--- config.mk ---
export PLATFORM = sky130hd
export DESIGN_NAME = ysyx_22051013_mul_sum_flat
export DESIGN_NICKNAME = d
export VERILOG_FILES = /design/src/rtl/ysyx_22051013_mul_sum_if.sv /design/src/rtl/ysyx_22051013_mul_sum.sv /design/src/flat_wrapper.sv
export SDC_FILE = /design/constraint.sdc
export NUM_CORES = 1
export LEC_CHECK = 0
export BUFFER_PORTS_ARGS = -buffer_cell sky130_fd_sc_hd__buf_2
export CAP_MARGIN = 25
export CORE_ASPECT_RATIO = 1.5
export CORE_MARGIN = 2
export CORE_UTILIZATION = 25
export CTS_CLUSTER_DIAMETER = 200
export DETAILED_ROUTE_END_ITERATION = 10
export GPL_TIMING_DRIVEN = 0
export HOLD_SLACK_MARGIN = 0.12
export PLACE_DENSITY = 0.48
export SLEW_MARGIN = 20
export SYNTH_ARGS = -nofsm -noshare
export SYNTH_HDL_FRONTEND = slang
export SYNTH_SLANG_ARGS = --single-unit
--- constraint.sdc ---
create_clock -name clk -period 4.6 [get_ports clk]
set_input_delay 0.23 -clock clk [delete_from_list [all_inputs] [get_ports clk]]
set_output_delay 0.23 -clock clk [all_outputs]
set_load 0.1 [all_outputs]
--- src/rtl/ysyx_22051013_mul_sum_if.sv ---
// Handshake bundle between the Wallace tree, the final-add stage and EX/WB.
// The slave modport is the adder stage. The master modport is its driver and consumer.
interface ysyx_22051013_mul_sum_if #(
    parameter int W    = 132,
    parameter int XLEN = 64,
    parameter int TAGW = 5
);
    logic            in_valid;
    logic            in_ready;
    logic [W-1:0]    re_op1;
    logic [W-1:0]    re_op2;
    logic            op2_1;
    logic            addr_cin;
    logic [2:0]      in_op;
    logic [TAGW-1:0] in_tag;
    logic            out_valid;
    logic            out_ready;
    logic [XLEN-1:0] out_res;
    logic [TAGW-1:0] out_tag;

    modport master (
        output in_valid, re_op1, re_op2, op2_1, addr_cin, in_op, in_tag,
        output out_ready,
        input  in_ready, out_valid, out_res, out_tag
    );

    modport slave (
        input  in_valid, re_op1, re_op2, op2_1, addr_cin, in_op, in_tag,
        input  out_ready,
        output in_ready, out_valid, out_res, out_tag
    );
endinterface

--- src/rtl/ysyx_22051013_mul_sum.sv ---
// Final carry-propagate adder of the multiplier. The add is split across two registered stages.
// Ports: clk, rst (sync, active-high), flush, and bus (slave side: tree vectors in, result and tag out).
module ysyx_22051013_mul_sum #(
    parameter int W     = 132,
    parameter int SPLIT = 66,
    parameter int XLEN  = 64,
    parameter int TAGW  = 5
) (
    input  logic clk,
    input  logic rst,
    input  logic flush,
    ysyx_22051013_mul_sum_if.slave bus
);
    localparam int HW = W - SPLIT;

    logic [W-1:0]    b_vec;
    logic [SPLIT:0]  lo_sum;
    logic            adv_a;
    logic            adv_b;

    logic            va;
    logic [SPLIT-1:0] lo_a;
    logic            ca;
    logic [HW-1:0]   ha;
    logic [HW-1:0]   hb;
    logic [2:0]      op_a;
    logic [TAGW-1:0] tag_a;

    logic            vb;
    logic [XLEN-1:0] res_b;
    logic [TAGW-1:0] tag_b;

    logic [HW-1:0]   hi;
    logic [W-1:0]    prod;
    logic [XLEN-1:0] res_sel;
    logic            unused_bits;

    // The carry vector arrives unshifted; its new LSB comes in separately.
    assign b_vec  = {bus.re_op2[W-2:0], bus.op2_1};
    assign lo_sum = {1'b0, bus.re_op1[SPLIT-1:0]}
                  + {1'b0, b_vec[SPLIT-1:0]}
                  + {{SPLIT{1'b0}}, bus.addr_cin};

    assign adv_b        = !vb || bus.out_ready;
    assign adv_a        = !va || adv_b;
    assign bus.in_ready = adv_a;

    always_ff @(posedge clk) begin
        if (rst) begin
            va    <= 1'b0;
            lo_a  <= '0;
            ca    <= 1'b0;
            ha    <= '0;
            hb    <= '0;
            op_a  <= '0;
            tag_a <= '0;
        end else begin
            if (flush) begin
                va <= 1'b0;
            end else if (adv_a) begin
                va <= bus.in_valid;
            end
            if (!flush && adv_a && bus.in_valid) begin
                lo_a  <= lo_sum[SPLIT-1:0];
                ca    <= lo_sum[SPLIT];
                ha    <= bus.re_op1[W-1:SPLIT];
                hb    <= b_vec[W-1:SPLIT];
                op_a  <= bus.in_op;
                tag_a <= bus.in_tag;
            end
        end
    end

    // The low-half carry enters the high half only here, through ca.
    assign hi   = ha + hb + {{(HW-1){1'b0}}, ca};
    assign prod = {hi, lo_a};

    always_comb begin
        res_sel = prod[XLEN-1:0];
        case (op_a)
            3'd1, 3'd2, 3'd3: res_sel = prod[2*XLEN-1:XLEN];
            3'd4: res_sel = {{(XLEN/2){prod[XLEN/2-1]}}, prod[XLEN/2-1:0]};
            default: res_sel = prod[XLEN-1:0];
        endcase
    end

    always_ff @(posedge clk) begin
        if (rst) begin
            vb    <= 1'b0;
            res_b <= '0;
            tag_b <= '0;
        end else begin
            if (flush) begin
                vb <= 1'b0;
            end else if (adv_b) begin
                vb <= va;
            end
            if (!flush && adv_b && va) begin
                res_b <= res_sel;
                tag_b <= tag_a;
            end
        end
    end

    assign bus.out_valid = vb;
    assign bus.out_res   = res_b;
    assign bus.out_tag   = tag_b;

    // The product bits above 2*XLEN and the carry-vector MSB are never selected.
    assign unused_bits = ^{prod[W-1:2*XLEN], bus.re_op2[W-1]};
endmodule

--- src/flat_wrapper.sv ---
// flat-port wrapper written by rule: the top's interface ports become plain ports
module ysyx_22051013_mul_sum_flat 
#(
    parameter int W     = 132,
    parameter int SPLIT = 66,
    parameter int XLEN  = 64,
    parameter int TAGW  = 5
)
  (clk, rst, flush, bus_in_valid, bus_re_op1, bus_re_op2, bus_op2_1, bus_addr_cin, bus_in_op, bus_in_tag, bus_out_ready, bus_in_ready, bus_out_valid, bus_out_res, bus_out_tag);
  ysyx_22051013_mul_sum_if #(.W(W), .XLEN(XLEN), .TAGW(TAGW)) bus_i ();
  input  logic clk;
  input  logic rst;
  input  logic flush;
  input wire logic [$bits(bus_i.in_valid)-1:0] bus_in_valid;
  input wire logic [$bits(bus_i.re_op1)-1:0] bus_re_op1;
  input wire logic [$bits(bus_i.re_op2)-1:0] bus_re_op2;
  input wire logic [$bits(bus_i.op2_1)-1:0] bus_op2_1;
  input wire logic [$bits(bus_i.addr_cin)-1:0] bus_addr_cin;
  input wire logic [$bits(bus_i.in_op)-1:0] bus_in_op;
  input wire logic [$bits(bus_i.in_tag)-1:0] bus_in_tag;
  input wire logic [$bits(bus_i.out_ready)-1:0] bus_out_ready;
  output wire logic [$bits(bus_i.in_ready)-1:0] bus_in_ready;
  output wire logic [$bits(bus_i.out_valid)-1:0] bus_out_valid;
  output wire logic [$bits(bus_i.out_res)-1:0] bus_out_res;
  output wire logic [$bits(bus_i.out_tag)-1:0] bus_out_tag;
  assign bus_i.in_valid = bus_in_valid;
  assign bus_i.re_op1 = bus_re_op1;
  assign bus_i.re_op2 = bus_re_op2;
  assign bus_i.op2_1 = bus_op2_1;
  assign bus_i.addr_cin = bus_addr_cin;
  assign bus_i.in_op = bus_in_op;
  assign bus_i.in_tag = bus_in_tag;
  assign bus_i.out_ready = bus_out_ready;
  assign bus_in_ready = bus_i.in_ready;
  assign bus_out_valid = bus_i.out_valid;
  assign bus_out_res = bus_i.out_res;
  assign bus_out_tag = bus_i.out_tag;
  ysyx_22051013_mul_sum #(.W(W), .SPLIT(SPLIT), .XLEN(XLEN), .TAGW(TAGW)) u_core (.clk(clk), .rst(rst), .flush(flush), .bus(bus_i));
endmodule
==> flow_metrics.py, run 1 <==
metrics = {
    "clocking": {
        "ctsLongestPathBuffers": 3,
        "clkTransAtPathRegs_ns": 0.06,
        "cts-root-buf": "clkbuf_16",
        "cts_tree": "done",
        "clkSinkCount": 270,
        "cts_buffers": 34,
        "clk_latency_ns": 0.56,
        "cts.htree.levels": 2,
    },
    "logic_synthesis": {
        "synth_area_um2": 17700,
        "yosys_warnings": 0,
        "yosysSeqAreaShare_pct": 30.6,
        "synth.ff_latch_count": 270,
        "synth_edf_count": 0,
        "avgSynthCellArea_um2": 7.40,
        "synthFlopType": "dfxtp_1",
        "async_flop_share_pct": 0,
        "syn_inst": 2386,
        "synth_fp_nets": 2794,
        "synth.most_common_cell": "nand2_1",
        "synth.distinct_cells": 89,
        "ys_top_cells_by_count": "nand2_1 (557), a21oi_1 (371), dfxtp_1 (270), nor2_1 (141), clkbuf_1 (128)",
        "synth_top_area_cell": "dfxtp_1",
        "synth_top_area_share_pct": 30.6,
        "synth_area_leaders": "dfxtp_1 (31%), nand2_1 (12%), a21oi_1 (11%)",
    },
    "worst_setup_path": {
        "critPathTopFamily": "compound AO/OA/AOI/OAI gates",
        "startpoint_type": "register",
        "max_stage_delay_ns": 0.58,
        "critical_path_peak_fanout": 5,
        "required_ns": 5.03,
        "cp-end-kind": "register",
        "slowest_stage": "fa_1",
        "crit_arrival_ns": 4.90,
        "crit_type": "reg2reg",
        "critical_path.most_common_cell": "fa_1",
        "r2r-start": "u_core.hb[0]$_SDFFE_PP0P_",
        "worst-path-buf-inv": 0,
        "worstPathCellList": "fa_1 > fa_1 > a211o_1 > a211oi_1 > o2bb2ai_4 > a2111o_1 > a32oi_2 > a31o_2 > a31oi_4 > a41oi_1 > xor2_1 > o21ai_0",
        "startpoint": "u_core.hb[0]$_SDFFE_PP0P_",
    },
    "run": {
        "drv_cap": 0,
    },
    "timing": {
        "rsz0062_at_grt": "false",
        "drv_slew": 0,
        "setup_slack_ns": 0.137,
        "fmax_mhz": 224,
        "worst_hold_slack_ns": 0.205,
        "fin_crit_ns": 4.46,
        "tns_ns": 0,
        "fin_crit_sh_pct": 97.0,
        "setup_viol": 0,
        "hold_violations": 0,
        "clock_skew_ns": 0.0110,
        "maxSlewHeadroom_pct": 32.4,
        "tightest_slew_ns": 1.01,
    },
    "floorplanning": {
        "std_cell_rows": 119,
        "io_pins": 350,
        "die-area_um2": 72900,
        "dieHeight_um": 330,
        "start_util_pct": 25.2,
        "core_um2": 70100,
        "die_w_um": 221,
    },
    "placed_design": {
        "pre_cts_ws_ns": 0.0647,
        "placed_cell_area_um2": 20500,
        "place.gp.congestion": 0.895,
        "place_hpwl_um": 63400,
        "place.port_buffers": 339,
    },
    "hold_path": {
        "hold_class": "in2reg",
        "hp-start": "bus_op2_1",
    },
    "global_route": {
        "overflow": 0,
        "grt_use_total_pct": 20.5,
        "grt_pass1_wl_um": 114000,
        "grt_max_degree": 13,
        "grt_pass1_vias": 18700,
        "grt_antenna_before_repair": 1,
    },
    "power": {
        "p_per_area_nw_per_um2": 305,
        "irDropWorstVdd_mv": 0.208,
        "p_leak_uw": 0.00963,
    },
    "final_layout": {
        "design_area_um2": 23000,
        "fillers": 7758,
        "final_nets": 3306,
        "n_antenna_cell": 0,
        "drive_above_1_share_pct": 15.6,
        "syn2layout_area_growth_pct": 30.4,
        "fin_util_pct": 32.8,
    },
    "routing": {
        "wirelength_um": 77900,
        "vias": 18800,
        "drc": 0,
        "first_pass_iters": 5,
        "ant_nets": 0,
        "via_per_inst": 4.90,
        "wl_per_cell_um": 20.4,
        "drt_iter0_markers": 909,
    },
    "status": {
        "status": "finished clean",
    },
}
-- cell families after synthesis --
kind of cell / after synthesis / share of synthesized area (%)
mux: 9 / 0.510
xor+xnor: 100 / 4.96
compound gates: 792 / 28.3
flops: 270 / 30.6
fa+ha+maj: 129 / 9.31
buf+inv: 195 / 4.67
simple gates: 891 / 21.6
-- cell type report --
class,count,area (µm²),share of cell area [%]
clock buffer,48,1010,4.37
timing repair buffer,476,3070,13.3
sequential,270,5410,23.5
buffer,153,671,2.91
clock inverter,10,140,0.608
inverter,42,158,0.685
multi-input combinational,1921,11400,49.7
tap,907,1130,4.93
-- worst min-delay path, cell delays in order --
cell     delay, ns
buf_2         0.09
fa_1          0.15
nand2_1       0.11
a21oi_1       0.14
-- state kept, by name (all words and copies together), names as in the netlist --
name,flops
u_core.op_a,3
u_core.ca,1
u_core.bus.out_res,64
u_core.ha,62
u_core.va,1
u_core.hb,62
u_core.bus.out_tag,5
u_core.bus.out_valid,1
u_core.lo_a,66
u_core.tag_a,5
-- report_power, final --
group	total [µW]	internal [µW]	switching, µW
Sequential	2540	2460	83.8
Clock	2830	1700	1130
Combinational	1670	600	1070
Total	7030	4750	2280
-- per-layer routing --
metal  share of wire [%]  vias to the layer above  track usage (%)
li1                    -                     9516                -
met1                  44                     8700             25.0
met2                  50                      450             37.0
met3                 3.8                       95             2.87
met4                 3.0                        2             6.76
met5               0.023                        -                0
-- worst paths after layout --
kind	to	slack (ns)	depth (start not counted)
max	u_core.bus.out_res[56]$_SDFFE_PP0P_	0.14	12
min	u_core.lo_a[0]$_SDFFE_PP0P_	0.21	4
max reg2reg	u_core.bus.out_res[56]$_SDFFE_PP0P_	0.14	12
min reg2reg	u_core.bus.out_res[38]$_SDFFE_PP0P_	0.44	2
-- cells in the final DEF, fill, tap and decap left out, types with 8 or more instances in the layout --
| cell type | count |
|---|---|
| a211oi_1 | 21 |
| a21o_1 | 65 |
| a21oi_1 | 371 |
| a311oi_1 | 27 |
| a31oi_1 | 31 |
| and3_1 | 12 |
| buf_2 | 346 |
| clkbuf_1 | 133 |
| clkbuf_16 | 37 |
| clkbuf_8 | 9 |
| dfxtp_1 | 270 |
| dlygate4sd3_1 | 135 |
| ha_1 | 125 |
| inv_1 | 42 |
| mux2i_1 | 9 |
| nand2_1 | 557 |
| nand2b_1 | 8 |
| nand3_1 | 35 |
| nand4_1 | 32 |
| nor2_1 | 141 |
| nor2b_1 | 8 |
| nor3_1 | 23 |
| nor4_1 | 8 |
| o211ai_1 | 24 |
| o21a_1 | 16 |
| o21ai_0 | 98 |
| o21bai_1 | 30 |
| o221ai_1 | 13 |
| or3_1 | 15 |
| xnor2_1 | 62 |
| xor2_1 | 38 |
-- through the flow --
stage | std cells | power [µW]
after floorplan | 2386 | 3570
after global placement | 3632 | 4160
after detailed placement | 3634 | 4170
after CTS | 3827 | 7110
after global routing | 3827 | 7350
final | 3827 | 7030
-- repair_timing --
| action | in CTS | in global routing |
|---|---|---|
| gates resized for setup | 1 | 0 |
| setup endpoints to repair | 1 | 0 |
| hold buffers | 135 | 0 |
| buffers inserted | 0 | 0 |
| endpoints found under the hold margin | 134 | 0 |
Power figures use the tool's default switching activity.
==> inputs of run 2 (changes only) <==
--- a/config.mk
+++ b/config.mk
@@ -9,12 +9,12 @@
 export CAP_MARGIN = 25
 export CORE_ASPECT_RATIO = 1.5
 export CORE_MARGIN = 2
-export CORE_UTILIZATION = 25
+export CORE_UTILIZATION = 57
 export CTS_CLUSTER_DIAMETER = 200
 export DETAILED_ROUTE_END_ITERATION = 10
 export GPL_TIMING_DRIVEN = 0
 export HOLD_SLACK_MARGIN = 0.12
-export PLACE_DENSITY = 0.48
+export PLACE_DENSITY = 0.88
 export SLEW_MARGIN = 20
 export SYNTH_ARGS = -nofsm -noshare
 export SYNTH_HDL_FRONTEND = slang
==> run 2 against run 1 <==
Net effect:
- the run now ends with DRC left
- utilization increased by 39 points
- flip-flop and latch count unchanged
- wire length decreased by 10%
- total power decreased by 9.1%
- clock power decreased by 22%
- clock-buffer cell count decreased by 12
- critical endpoint unchanged
==> flow_metrics.py, run 2 (same netlist as run 1, synthesis figures left out) <==
metrics = {
    "final_layout": {
        "largest_register_ffs": 66,
        "design_area_um2": 22100,
        "fillers": 2450,
        "fin_util_pct": 71.9,
        "layout_commonest_cell": "nand2_1",
        "top_register": "u_core.lo_a",
        "drive_above_1_share_pct": 15.1,
        "layout.cells.most_common_list": "nand2_1 (557), a21oi_1 (371), buf_2 (346)",
        "final_nets": 3299,
        "syn2layout_area_growth_pct": 25.1,
        "regArea_um2": 5410,
        "multi_input_area_um2": 11400,
    },
    "worst_setup_path": {
        "crit_arrival_ns": 4.96,
        "r2r-start": "u_core.hb[0]$_SDFFE_PP0P_",
        "max_stage_delay_ns": 0.55,
        "cp-end-kind": "register",
        "crit_type": "reg2reg",
        "required_ns": 5.03,
        "slowest_stage": "fa_1",
        "startpoint_type": "register",
        "critical_path_peak_fanout": 5,
        "critical_path.most_common_cell": "fa_1",
        "startpoint": "u_core.hb[0]$_SDFFE_PP0P_",
        "worstPathCellList": "fa_1 > fa_1 > a211o_1 > a211oi_1 > o2bb2ai_4 > a2111o_1 > a32oi_1 > a31o_2 > a31oi_4 > a41oi_1 > xor2_1 > o21ai_0",
    },
    "timing": {
        "setup_viol": 0,
        "fmax_mhz": 221,
        "tightest_slew_ns": 1.10,
        "tns_ns": 0,
        "setup_slack_ns": 0.0693,
        "hold_violations": 0,
        "drv_slew": 0,
        "maxSlewHeadroom_pct": 26.8,
        "fin_crit_ns": 4.53,
        "clock_skew_ns": 0.0289,
        "rsz0062_at_grt": "false",
        "fin_crit_sh_pct": 98.5,
    },
    "routing": {
        "wl_per_cell_um": 21.1,
        "ant_nets": 0,
        "drt_iter0_markers": 1684,
        "wirelength_um": 70100,
        "drc": 2,
        "via_per_inst": 6.21,
        "first_pass_iters": 9,
        "vias": 20600,
    },
    "placed_design": {
        "place_hpwl_um": 52100,
        "pre_cts_ws_ns": 0.224,
        "placed_cell_area_um2": 19900,
        "place.port_buffers": 339,
        "place.gp.congestion": 1.01,
    },
    "power": {
        "p_seq_share_pct": 39.8,
        "p_comb_share_pct": 25.7,
        "pwr-share-clk_pct": 34.5,
        "p_per_area_nw_per_um2": 289,
        "p_leak_uw": 0.00947,
        "p_sw_share_pct": 33.0,
        "p_int_uw": 4280,
        "irDropWorstVdd_mv": 0.222,
        "p_total_uw": 6390,
        "switchingPower_uw": 2110,
    },
    "run": {
        "drv_cap": 0,
    },
    "hold_path": {
        "hold_class": "in2reg",
        "hp-start": "bus_op2_1",
    },
    "global_route": {
        "grt_pass1_wl_um": 105000,
        "overflow": 0,
        "grt_pass1_vias": 19900,
        "grt_antenna_before_repair": 0,
        "grt_max_degree": 15,
        "grt_use_total_pct": 41.0,
    },
    "status": {
        "violations": "DRC",
        "status": "finished, violations left",
    },
    "clocking": {
        "clk_latency_ns": 0.57,
        "clkTransAtPathRegs_ns": 0.07,
        "cts.htree.levels": 1,
        "cts_buffers": 27,
        "cts-root-buf": "clkbuf_16",
        "cts_resized": 0,
        "ctsLongestPathBuffers": 3,
        "cts_tree": "done",
        "clkSinkCount": 270,
    },
    "floorplanning": {
        "dieHeight_um": 220,
        "std_cell_rows": 79,
        "io_pins": 350,
        "start_util_pct": 57.5,
        "core_um2": 30700,
        "die_w_um": 148,
        "die-area_um2": 32400,
    },
}
run 2: cell types whose count changed in the layout (fill, tap and decap cells not counted), sizes merged:
cell	before	now
clkbuf	184	172
buf	356	355
clkinv	3	5
diode	0	1
bufinv	3	2
clkinvlp	2	1
dlygate4sd3	135	136
run 2: critical path, delay by kind of cell, from the launching register on:
family	cells	cell delay, ns
AOI/OAI and AO/OA	9	2.74
DFF	1	0.40
adders and majority gates	2	1.03
xor gates and xnor gates	1	0.24
run 2: what timing repair did:
item / CTS / global route
setup buffers: 0 / 0
hold buffers: 136 / 0
hold endpoints to repair: 135 / 0
run 2: path summary, 6_finish.rpt:
check                                                      endpoint  slack, ns  cells past startpoint
worst min-delay path                    u_core.lo_a[0]$_SDFFE_PP0P_       0.14                      4
worst max-delay path            u_core.bus.out_res[56]$_SDFFE_PP0P_       0.07                     12
worst min register to register  u_core.bus.out_res[55]$_SDFFE_PP0P_       0.44                      2
worst max register to register  u_core.bus.out_res[56]$_SDFFE_PP0P_       0.07                     12
run 2: area by class of cell:
class,count,area share (%)
multi-input combinational,1921,51.7
sequential,270,24.5
timing repair buffer,476,13.9
clock buffer,36,3.30
buffer,153,3.02
tap,405,2.29
inverter,42,0.713
clock inverter,10,0.549
antenna,1,0.0113
run 2: stage by stage:
stage / instances / hold slack [ns]
6_report: 3314 / 0.144
5_1_grt: 3313 / 0.165
4_1_cts: 3312 / 0.121
3_5_place_dp: 3130 / 0.435
3_3_place_gp: 3130 / 0.427
2_1_floorplan: 2386 / 0.309
run 2: power by group through the flow:
stage          combinational (µW)  sequential (µW)  clock, µW
2_1_floorplan                 905             2670          0
3_3_place_gp                 1470             2580          0
3_5_place_dp                 1490             2590          0
4_1_cts                      1590             2540       2200
5_1_grt                      1760             2550       2280
6_report                     1640             2540       2210
run 2: metal layers:
metal | track usage [%] | vias to the layer above | share of wire, %
met4 | 29.4 | 0 | 8.4
met2 | 72.5 | 1187 | 48
met1 | 44.4 | 9566 | 35
met3 | 6.52 | 340 | 8.3
li1 | - | 9503 | -
met5 | 0 | - | 0
